$ cat config.mk
export PLATFORM = sky130hd
export DESIGN_NAME = nibble_add_arbiter
export DESIGN_NICKNAME = d
export VERILOG_FILES = /design/src/rtl/nibble_add_arbiter.sv
export SDC_FILE = /design/constraint.sdc
export NUM_CORES = 1
export LEC_CHECK = 0
export CAP_MARGIN = 20
export CORE_UTILIZATION = 49
export CTS_BUF_LIST = sky130_fd_sc_hd__clkbuf_8
export DETAILED_ROUTE_END_ITERATION = 6
export HOLD_SLACK_MARGIN = 0.06
export PLACE_DENSITY_LB_ADDON = 0.12
export SYNTH_ARGS = -nofsm -noshare
export SYNTH_HDL_FRONTEND = slang
export SYNTH_SLANG_ARGS = --single-unit
$ cat constraint.sdc
create_clock -name clk -period 3.5 [get_ports clk]
set_input_delay 0.35 -clock clk [delete_from_list [all_inputs] [get_ports clk]]
set_output_delay 0.35 -clock clk [all_outputs]
set_load 0.03 [all_outputs]
$ cat src/rtl/nibble_add_arbiter.sv
// Round-robin arbiter in front of one shared registered W-bit adder.
// Sequence per operation: IDLE (grant + capture) -> EXEC (add) -> RESP (hold until taken).
module nibble_add_arbiter #(
  parameter int NREQ = 4,
  parameter int W    = 4
) (
  input  logic                     clk,
  input  logic                     rst_n,
  input  logic [NREQ-1:0]          req_valid,
  input  logic [NREQ*W-1:0]        req_a,
  input  logic [NREQ*W-1:0]        req_b,
  output logic [NREQ-1:0]          req_ready,
  output logic                     rsp_valid,
  input  logic                     rsp_ready,
  output logic [$clog2(NREQ)-1:0]  rsp_id,
  output logic [W-1:0]             rsp_sum,
  output logic                     rsp_carry,
  output logic                     busy,
  output logic [7:0]               op_count
);

  localparam int IDW = $clog2(NREQ);

  typedef enum logic [1:0] {IDLE, EXEC, RESP} state_e;

  state_e         state_q, state_d;
  logic [IDW-1:0] rr_ptr_q, rr_ptr_d;
  logic [IDW-1:0] id_q, id_d;
  logic [W-1:0]   a_q, a_d;
  logic [W-1:0]   b_q, b_d;
  logic [IDW-1:0] rsp_id_q, rsp_id_d;
  logic [W-1:0]   sum_q, sum_d;
  logic           carry_q, carry_d;
  logic [7:0]     op_count_q, op_count_d;

  logic           grant_found;
  logic [IDW-1:0] grant_idx;
  logic [IDW-1:0] scan_idx;
  logic           accept;

  // Scan starting at rr_ptr; NREQ is a power of two so the index wraps by truncation.
  always_comb begin
    grant_found = 1'b0;
    grant_idx   = '0;
    scan_idx    = '0;
    for (int unsigned k = 0; k < NREQ; k++) begin
      scan_idx = rr_ptr_q + IDW'(k);
      if (!grant_found && req_valid[scan_idx]) begin
        grant_found = 1'b1;
        grant_idx   = scan_idx;
      end
    end
  end

  always_ff @(posedge clk or negedge rst_n) begin
    if (!rst_n) begin
      state_q <= IDLE;
    end else begin
      state_q <= state_d;
    end
  end

  always_comb begin
    state_d = state_q;
    unique case (state_q)
      IDLE:    if (grant_found) state_d = EXEC;
      EXEC:    state_d = RESP;
      RESP:    if (rsp_ready) state_d = IDLE;
      default: state_d = IDLE;
    endcase
  end

  always_comb begin
    req_ready = '0;
    if (state_q == IDLE && grant_found) begin
      req_ready[grant_idx] = 1'b1;
    end
    rsp_valid = (state_q == RESP);
    busy      = (state_q != IDLE);
  end

  assign accept = (state_q == IDLE) && grant_found;

  always_comb begin
    rr_ptr_d   = rr_ptr_q;
    id_d       = id_q;
    a_d        = a_q;
    b_d        = b_q;
    rsp_id_d   = rsp_id_q;
    sum_d      = sum_q;
    carry_d    = carry_q;
    op_count_d = op_count_q;
    if (accept) begin
      a_d      = req_a[grant_idx*W +: W];
      b_d      = req_b[grant_idx*W +: W];
      id_d     = grant_idx;
      rr_ptr_d = grant_idx + IDW'(1);
    end
    if (state_q == EXEC) begin
      {carry_d, sum_d} = {1'b0, a_q} + {1'b0, b_q};
      rsp_id_d         = id_q;
    end
    if (state_q == RESP && rsp_ready) begin
      op_count_d = op_count_q + 8'd1;
    end
  end

  always_ff @(posedge clk or negedge rst_n) begin
    if (!rst_n) begin
      rr_ptr_q   <= '0;
      id_q       <= '0;
      a_q        <= '0;
      b_q        <= '0;
      rsp_id_q   <= '0;
      sum_q      <= '0;
      carry_q    <= 1'b0;
      op_count_q <= '0;
    end else begin
      rr_ptr_q   <= rr_ptr_d;
      id_q       <= id_d;
      a_q        <= a_d;
      b_q        <= b_d;
      rsp_id_q   <= rsp_id_d;
      sum_q      <= sum_d;
      carry_q    <= carry_d;
      op_count_q <= op_count_d;
    end
  end

  assign rsp_id    = rsp_id_q;
  assign rsp_sum   = sum_q;
  assign rsp_carry = carry_q;
  assign op_count  = op_count_q;

endmodule
### Yosys cells after proc, flatten, opt, wreduce, memory -nomap -nowiden

Cells that the tools add are included.

| cells by class | value |
|---|---|
| add/sub/neg operators | 6 |
| order comparisons | 6 |
| equality and inequality tests | 4 |
| shift-type cells | 2 |
| muxes and demuxes | 22 |
| reductions and logical operators | 12 |

Operator list:

| cell | number |
|---|---|
| $shiftx 16x5->4 | 2 |
| $lt 2x3->1 const B | 5 |
| $mux 2 | 6 |
| $mux 1 | 9 |
| $add 8x1->8 const B | 1 |
| $bmux 1 s2 | 4 |
| $logic_and 1x1->1 | 6 |
| $pmux 2 s3 | 1 |
| $add 4x4->5 | 1 |
| $add 2x1->2 const B | 2 |
| $add 2x2->2 const B | 2 |
| $mux 4 | 1 |
| $logic_not 1->1 | 3 |
| $demux 1 s2 | 1 |
| $eq 2x1->1 const B | 1 |
| $eq 2x2->1 const B | 1 |
| $ge 2x1->1 const B | 1 |
| $logic_not 2->1 | 1 |
| $ne 2x1->1 const B | 1 |
| $ne 2x2->1 const B | 1 |
| $reduce_and 2->1 | 1 |
| $reduce_bool 2->1 | 1 |

| word-level totals | value |
|---|---|
| flip-flop bits (word level) | 29 |
| bits of input ports | 39 |
| output and inout bits | 21 |

### Longest topological paths before layout

Gate-level depths: netlist of run 1.

| depth | value |
|---|---|
| depth in word-level cells | 17 |
| gate-level depth with buffers | 6 |
| gate-level depth less buffers | 6 |

### Worst setup path before layout of run 1

OpenSTA, ideal clock, no wires.

| path | value |
|---|---|
| path kind | reg-to-output |
| start point | register state_q[0] |
| end point | output req_ready[3] |
| arrival time | 1724 ps |
| data required time | 3150 ps |
| path slack | 1426 ps |
| cell stages (with the launch flop) | 6 |
| buffers on the path | 0 |
| cells stage by stage | dfrtp_1 or2_1 or2_0 inv_1 nand2_1 nor2_1 |

| on the way | value |
|---|---|
| word-level cells in the longest chain between the ends | 3 |

Ends and longest elaborated chain:

| what | line | text |
|---|---|---|
| start: declaration | 26 | `state_e state_q, state_d;` |
| start signal: assignment | 59 | `state_q <= state_d;` |
| $logic_not 2->1 | 75 | `if (state_q == IDLE && grant_found) begin` |
| $logic_and 1x1->1 | 75 |  |
| $mux 4 | 75 |  |
| end: declaration | 12 | `output logic [NREQ-1:0] req_ready,` |

No other way between the ends.

### Worst setup path after layout of run 1

| path | value |
|---|---|
| start point | input req_valid[0] |
| end point | output req_ready[3] |

| on the way | value |
|---|---|
| word-level cells in the longest chain between the ends | 17 |
| elaborated cells on any way between the ends | 29 |
| those cells by class | order compare: 2; mux: 19; reduce/logical: 8 |

Ends and longest elaborated chain:

| what | line | text |
|---|---|---|
| start: declaration | 9 | `input logic [NREQ-1:0] req_valid,` |
| $bmux 1 s2 | 48 | `if (!grant_found && req_valid[scan_idx]) begin` |
| $mux 1 (implied by the code) | 48 |  |
| $mux 1 | 48 |  |
| $logic_not 1->1 | 48 |  |
| $logic_and 1x1->1 | 48 |  |
| $mux 1 | 48 |  |
| $logic_not 1->1 | 48 |  |
| $logic_and 1x1->1 | 48 |  |
| $mux 1 | 48 |  |
| $logic_not 1->1 | 48 |  |
| $logic_and 1x1->1 | 48 |  |
| $mux 2 | 48 |  |
| $lt 2x3->1 (implied by the code) or $ge 2x1->1 (tied branches) | 76 | `req_ready[grant_idx] = 1'b1;` |
| $logic_and 1x1->1 (implied by the code) | 76 |  |
| $mux 1 (implied by the code) | 76 |  |
| $demux 1 s2 | 76 |  |
| $mux 4 (*) | 75 |  |

Mark *: on every way between the ends. The rest lies on a longest branch, timed or not. The select of a mux whose other input is x is not followed.

==> results of run 1 <==
cells in the mapped netlist (all sizes together) (2+ instances only):
cell type	instances	area share, %
a21boi	2	0.95
a21o	3	1.4
a21oi	4	1.3
and3	3	1.2
buf	3	2.0
clkbuf	3	0.71
dfrtp	29	46
ha	5	4.0
inv	4	0.95
mux2	6	4.5
mux2i	16	10
nand2	18	4.3
nand2b	3	1.2
nand3	4	1.3
nor2	4	0.95
o21ai	13	4.1
o31a	8	4.4
or2	2	0.79
xnor2	6	3.3
xor2	4	2.2
layer usage:
metal  track usage [%]  vias to the layer above
li1                  -                      651
met1              23.1                      650
met2              39.4                       34
met3              5.93                        6
met4              7.14                        0
met5                 0                        -
power by group:
group | total (mW) | leakage, nW | internal (mW) | switching, mW
combinational | 1.05 | 0.658 | 0.503 | 0.546
sequential | 0.595 | 0.362 | 0.483 | 0.112
clock | 0.362 | 0.0574 | 0.231 | 0.130
state kept, by name, indices dropped and copies added, names as in the netlist:
name	count
a_q	4
rr_ptr_q	2
b_q	4
op_count	8
rsp_carry	1
rsp_sum	4
state_q	2
rsp_id	2
id_q	2
per-stage QoR:
step                power, mW  util [%]  worst slack, ps  area [um2]  std cells
floorplan                1.31         -             1430        1580        147
global placement         1.62      72.8              730        2220        249
detailed placement       1.66      72.8              647        2220        249
CTS                      2.03      76.8              613        2340        257
global route             2.14      76.8              506        2340        257
finish                   2.01      76.8              621        2340        257
worst reg2reg max path: cells and delay by family, from the launching register on:
family	cells	cell delay (ps)
buf+inv	1	300
compound gates	3	550
flops	1	460
mux	2	570
path summary, 6_finish.rpt:
| path | startpoint | end | slack (ps) | cells past startpoint |
|---|---|---|---|---|
| max | req_valid[0] | req_ready[3] | 620 | 7 |
| min in group clk | op_count[7] | op_count[7] | 470 | 1 |
| max reg2reg | rr_ptr_q[1] | a_q[3] | 1480 | 6 |
| max in group asynchronous | rst_n | a_q[1] | 2770 | 2 |
| min reg2reg | op_count[7] | op_count[7] | 470 | 1 |
| min | rst_n | state_q[1] | 450 | 2 |
cells by family after synthesis:
kind of cell,share of synthesized area (%)
and+or+nand+nor,11.1
AOI/OAI and AO/OA,14.1
DFF,45.9
muxes,14.6
xor gates and xnor gates,5.53
buffers and inverters,3.64
adders and majority gates,5.22
final cells by class:
class / instances / area [um2]
clock inverters: 2 / 37.5
flip-flops and latches: 29 / 726
clock buffers: 6 / 82.6
inverters: 4 / 15.0
repair buffers: 64 / 628
well taps: 44 / 55.1
fillers: 243 / 709
multi-input cells: 108 / 800
==> results.ini, run 1 <==
[critical_path]
cp-start-kind=input pin
timing_worst_setup_path_type=input pin to primary output
slowest_stage=clkdlybuf4s50_1
critPathMaxStageDelay_ps=680
crit_family=buffers and inverters
critPathMaxFanout=10
crit_top_cell=clkdlybuf4s50_1
path_cells=clkdlybuf4s50_1, a21o_1, a21oi_1, o22a_1, nand2_1, nor2_1, clkdlybuf4s50_1
cp.required_ps=3150
arrival_ps=2530
worst_setup_path_end_kind=primary output
critPathBufInv=2

[global_route]
grt_pass1_wl_um=5450
grt_usage_pct=21.3
first_global_vias=1323
overflow=0
grt_max_degree=30
antenna_found_initial=0

[layout]
layout_commonest_cell=clkdlybuf4s50_1
layout_common_cells=59 x clkdlybuf4s50_1, 29 x dfrtp_1, 18 x nand2_1, 16 x mux2i_1, 10 x o21ai_0
area_growth_pct=48.1
drive_above_1_share_pct=9.39
n_antenna_cell=0
final_nets=257

[job]
max_cap_violations=0

[route]
drtIter0Drc=34
avgViaCountPerCell=5.22
wl_per_cell_um=13.1
drc_errors=0
top_layer=met4
finalWirelength_um=3360
drt-met1-wl_um=1350
wl_met2_um=1820
final_antenna_net_count=0
dr_total_vias=1341
firstDrtPassIters=4
wl_met3_um=141

[die]
die_w_um=58.8
initial_core_util_pct=51.8
rows=20
fp.dieH_um=58.8
dieArea_mm2=0.00346
io_pins=60
core_mm2=0.00305

[yosys]
synthArstFlopShare_pct=100
netlist_area_mm2=0.00158
ys_seq_area_share_pct=45.8
avgSynthCellArea_um2=10.8
synth_fp_nets=192
synth.distinct_cells=33
synth_edf_count=0
yosysWarnings=0
ys.flop_type=dfrtp_1
synthCells=147
synth_seq_cells=29

[min_path]
hold_path.class=input pin to asynchronous set/reset pin

[power]
peakVddDrop_uv=524
p_leak_nw=1.08
pwr_density_cell_mw_per_mm2=856

[timing]
min_period_over_period_pct=82.3
slew_headroom_pct=71.3
final.min_clock_period_ps=2880
final-max-slew-violation-count=0
fin_tns_setup_ps=0
hold_viol=0
timing.fmax_ghz=0.347
fin_hold_ws_ps=447
tightest_slew_ps=431
fin_worst_skew_ps=5.73
grt_setup_unrepaired=no
finalSetupViolCount=0

[clock_network]
post_cts_buffers=0
cts_tree=built
clk_pin_slew_ps=60
post_cts_resized=0
htree_num_levels=2
root_buffer=clkbuf_8
hold_buffers=0
clock_latency_ps=280
cts_num_sinks=29
cts_inserted_buffers=5
clockBufferDepth=2

[placement]
port_buffers=59
place_congestion=0.761
dp_hpwl_um=2600

[run_status]
status=finished clean

Power figures use the tool's default switching activity.
==> run 2, diff against run 1 <==
Settings changed: CORE_UTILIZATION 49 to 41.
Clock period 3.5 ns to 2.5 ns, I/O delays scaled along.
==> run 2 against run 1 <==
Setup slack worse by 370 ps. Critical path depth stayed put. Via count is 1.3% lower. Highest routed layer unchanged.
==> results.ini, run 2 (synthesis results as in run 1) <==
[layout]
drive_above_1_share_pct=9.35  ; -0.044 points
layout_commonest_cell=clkdlybuf4s50_1
layout.cells.non_filler=262  ; +1.9%
largest_register_ff_count=8  ; unchanged
layout_common_cells=55 x clkdlybuf4s50_1, 29 x dfrtp_1, 18 x nand2_1, 16 x mux2i_1, 10 x o21ai_0
final_util_pct=63.0  ; -14 points
n_antenna_cell=0  ; unchanged
final_nets=258  ; +0.39%
fin_area_mm2=0.00232  ; -0.80%
area_growth_pct=46.9

[die]
io_pins=60  ; unchanged
rows=22  ; +10%
dieArea_mm2=0.00411  ; +19%
core_mm2=0.00369  ; +21%
fp.dieH_um=64.1  ; +9.0%
initial_core_util_pct=42.9  ; -8.9 points
die_w_um=64.1  ; +9.0%

[timing]
fin_tns_setup_ps=0  ; unchanged
setup_ws_ps=255  ; -366 ps
fin_worst_skew_ps=6.49  ; +0.766 ps
timing.fmax_ghz=0.446
finalSetupViolCount=0  ; unchanged
final-max-slew-violation-count=0  ; unchanged
fin_hold_ws_ps=351  ; -96.4 ps
min_period_over_period_pct=89.8
final.min_clock_period_ps=2240
grt_setup_unrepaired=no
slew_headroom_pct=74.6  ; +3.3 points
tightest_slew_ps=380  ; -50.1 ps
hold_viol=0  ; unchanged

[global_route]
antenna_found_initial=0  ; unchanged
overflow=0  ; unchanged
grt_usage_pct=16.7  ; -4.6 points
first_global_vias=1294  ; -2.2%
grt_pass1_wl_um=5260  ; -3.6%
grt_max_degree=30  ; unchanged

[critical_path]
cp-start-kind=input pin
reg2reg_to=a_q[1]
timing.rr.start=rr_ptr_q[1]
arrival_ps=1990  ; -540 ps
r2r_cells=7  ; +1
worst_setup_path_end_kind=primary output
cp.required_ps=2250  ; -900 ps
ff2ff_setup_slack_ps=450  ; -1030 ps
critPathMaxFanout=5  ; -5
timing_worst_setup_path_type=input pin to primary output

[clock_network]
clock_latency_ps=270  ; about the same
clk_pin_slew_ps=60  ; about the same
root_buffer=clkbuf_8
htree_num_levels=2  ; unchanged
cts_num_sinks=29  ; unchanged
hold_buffers=0  ; unchanged
cts_tree=built
cts_inserted_buffers=5  ; unchanged
clockBufferDepth=2  ; unchanged

[power]
netSwitchingPower_mw=1.08  ; +37%
pwr-share-seq_pct=31.3  ; +1.7 points
pwr_density_cell_mw_per_mm2=1140  ; +33%
peakVddDrop_uv=493  ; -5.9%
p_int_mw=1.57  ; +29%
combPwrFrac_pct=55.4  ; +3.1 points
switching_share_pct=40.8  ; +1.5 points
finalPower_mw=2.66  ; +32%
power_frac_clock_pct=13.2  ; -4.8 points
p_leak_nw=1.13  ; +4.7%

[placement]
dp.cells=254  ; +2.0%
dpl_cell_area_mm2=0.00224  ; +0.56%
dp_hpwl_um=2580  ; -0.55%
dpl_worst_slack_ps=-9.96  ; -657 ps
place_congestion=0.702  ; -7.7%
port_buffers=59  ; unchanged

[route]
wl_per_cell_um=12.5  ; -4.5%
drtIter0Drc=26  ; -24%
drc_errors=0  ; unchanged
firstDrtPassIters=4  ; unchanged
final_antenna_net_count=0  ; unchanged
finalWirelength_um=3270  ; -2.7%
avgViaCountPerCell=5.05  ; -3.2%
dr_total_vias=1323  ; -1.3%

[job]
max_cap_violations=0  ; unchanged

[min_path]
hold_path.class=input pin to asynchronous set/reset pin

[run_status]
status=finished clean

run 2: changes by cell type in the layout (fill, tap and decap cells not counted), sizes merged:
cell,delta
clkdlybuf4s50,-4
inv,+1
clkinv,+2
bufinv,-1
buf,+1
dlymetal6s2s,+3
clkbuf,-1
clkinvlp,-1
dlygate4sd2,+1
run 2: timing repair:
item | 4_1_cts | 5_1_grt
gates resized for setup | 1 | 3
buffers inserted | 0 | 0
setup endpoints to repair | 1 | 3
run 2: cell type report:
cell class,count,area [um2]
clock buffer,5,68.8
clock inverter,3,13.8
fill,340,1360
inverter,4,15.0
multi-input combinational,108,800
sequential,29,726
tap,48,60.1
timing repair buffer,65,642
run 2: critical path, stage by stage:
cell,delay (ps)
clkdlybuf4s50_1,470
a21o_1,210
a21oi_1,200
o22a_1,220
nand2_1,80
nor2_1,140
dlygate4sd2_1,420
run 2: how the worst max path moves through the flow:
stage                            start      endpoint  slack [ps]  depth (start not counted)
after floorplan             state_q[0]  req_ready[3]         530                          5
after global placement    req_valid[1]  req_ready[3]          50                          6
after detailed placement  req_valid[0]  req_ready[3]         -10                          7
after CTS                 req_valid[1]  req_ready[1]          40                          6
after global routing       rr_ptr_q[1]  req_ready[3]         130                          6
final                     req_valid[0]  req_ready[3]         260                          7
run 2: power groups by stage:
stage / sequential [mW] / clock (mW) / combinational (mW)
after floorplan: 0.980 / 0 / 0.855
after global placement: 0.827 / 0 / 1.47
after detailed placement: 0.841 / 0 / 1.49
after CTS: 0.833 / 0.363 / 1.50
after global routing: 0.861 / 0.384 / 1.61
final: 0.832 / 0.352 / 1.47
run 2: metal layers:
layer  GRT usage, %  wire [um]  vias up
met2           31.1       1700       45
met3           4.64        174        8
li1               -          -      653
met5              0          0        -
met1           17.6       1340      617
met4           6.67         55        0
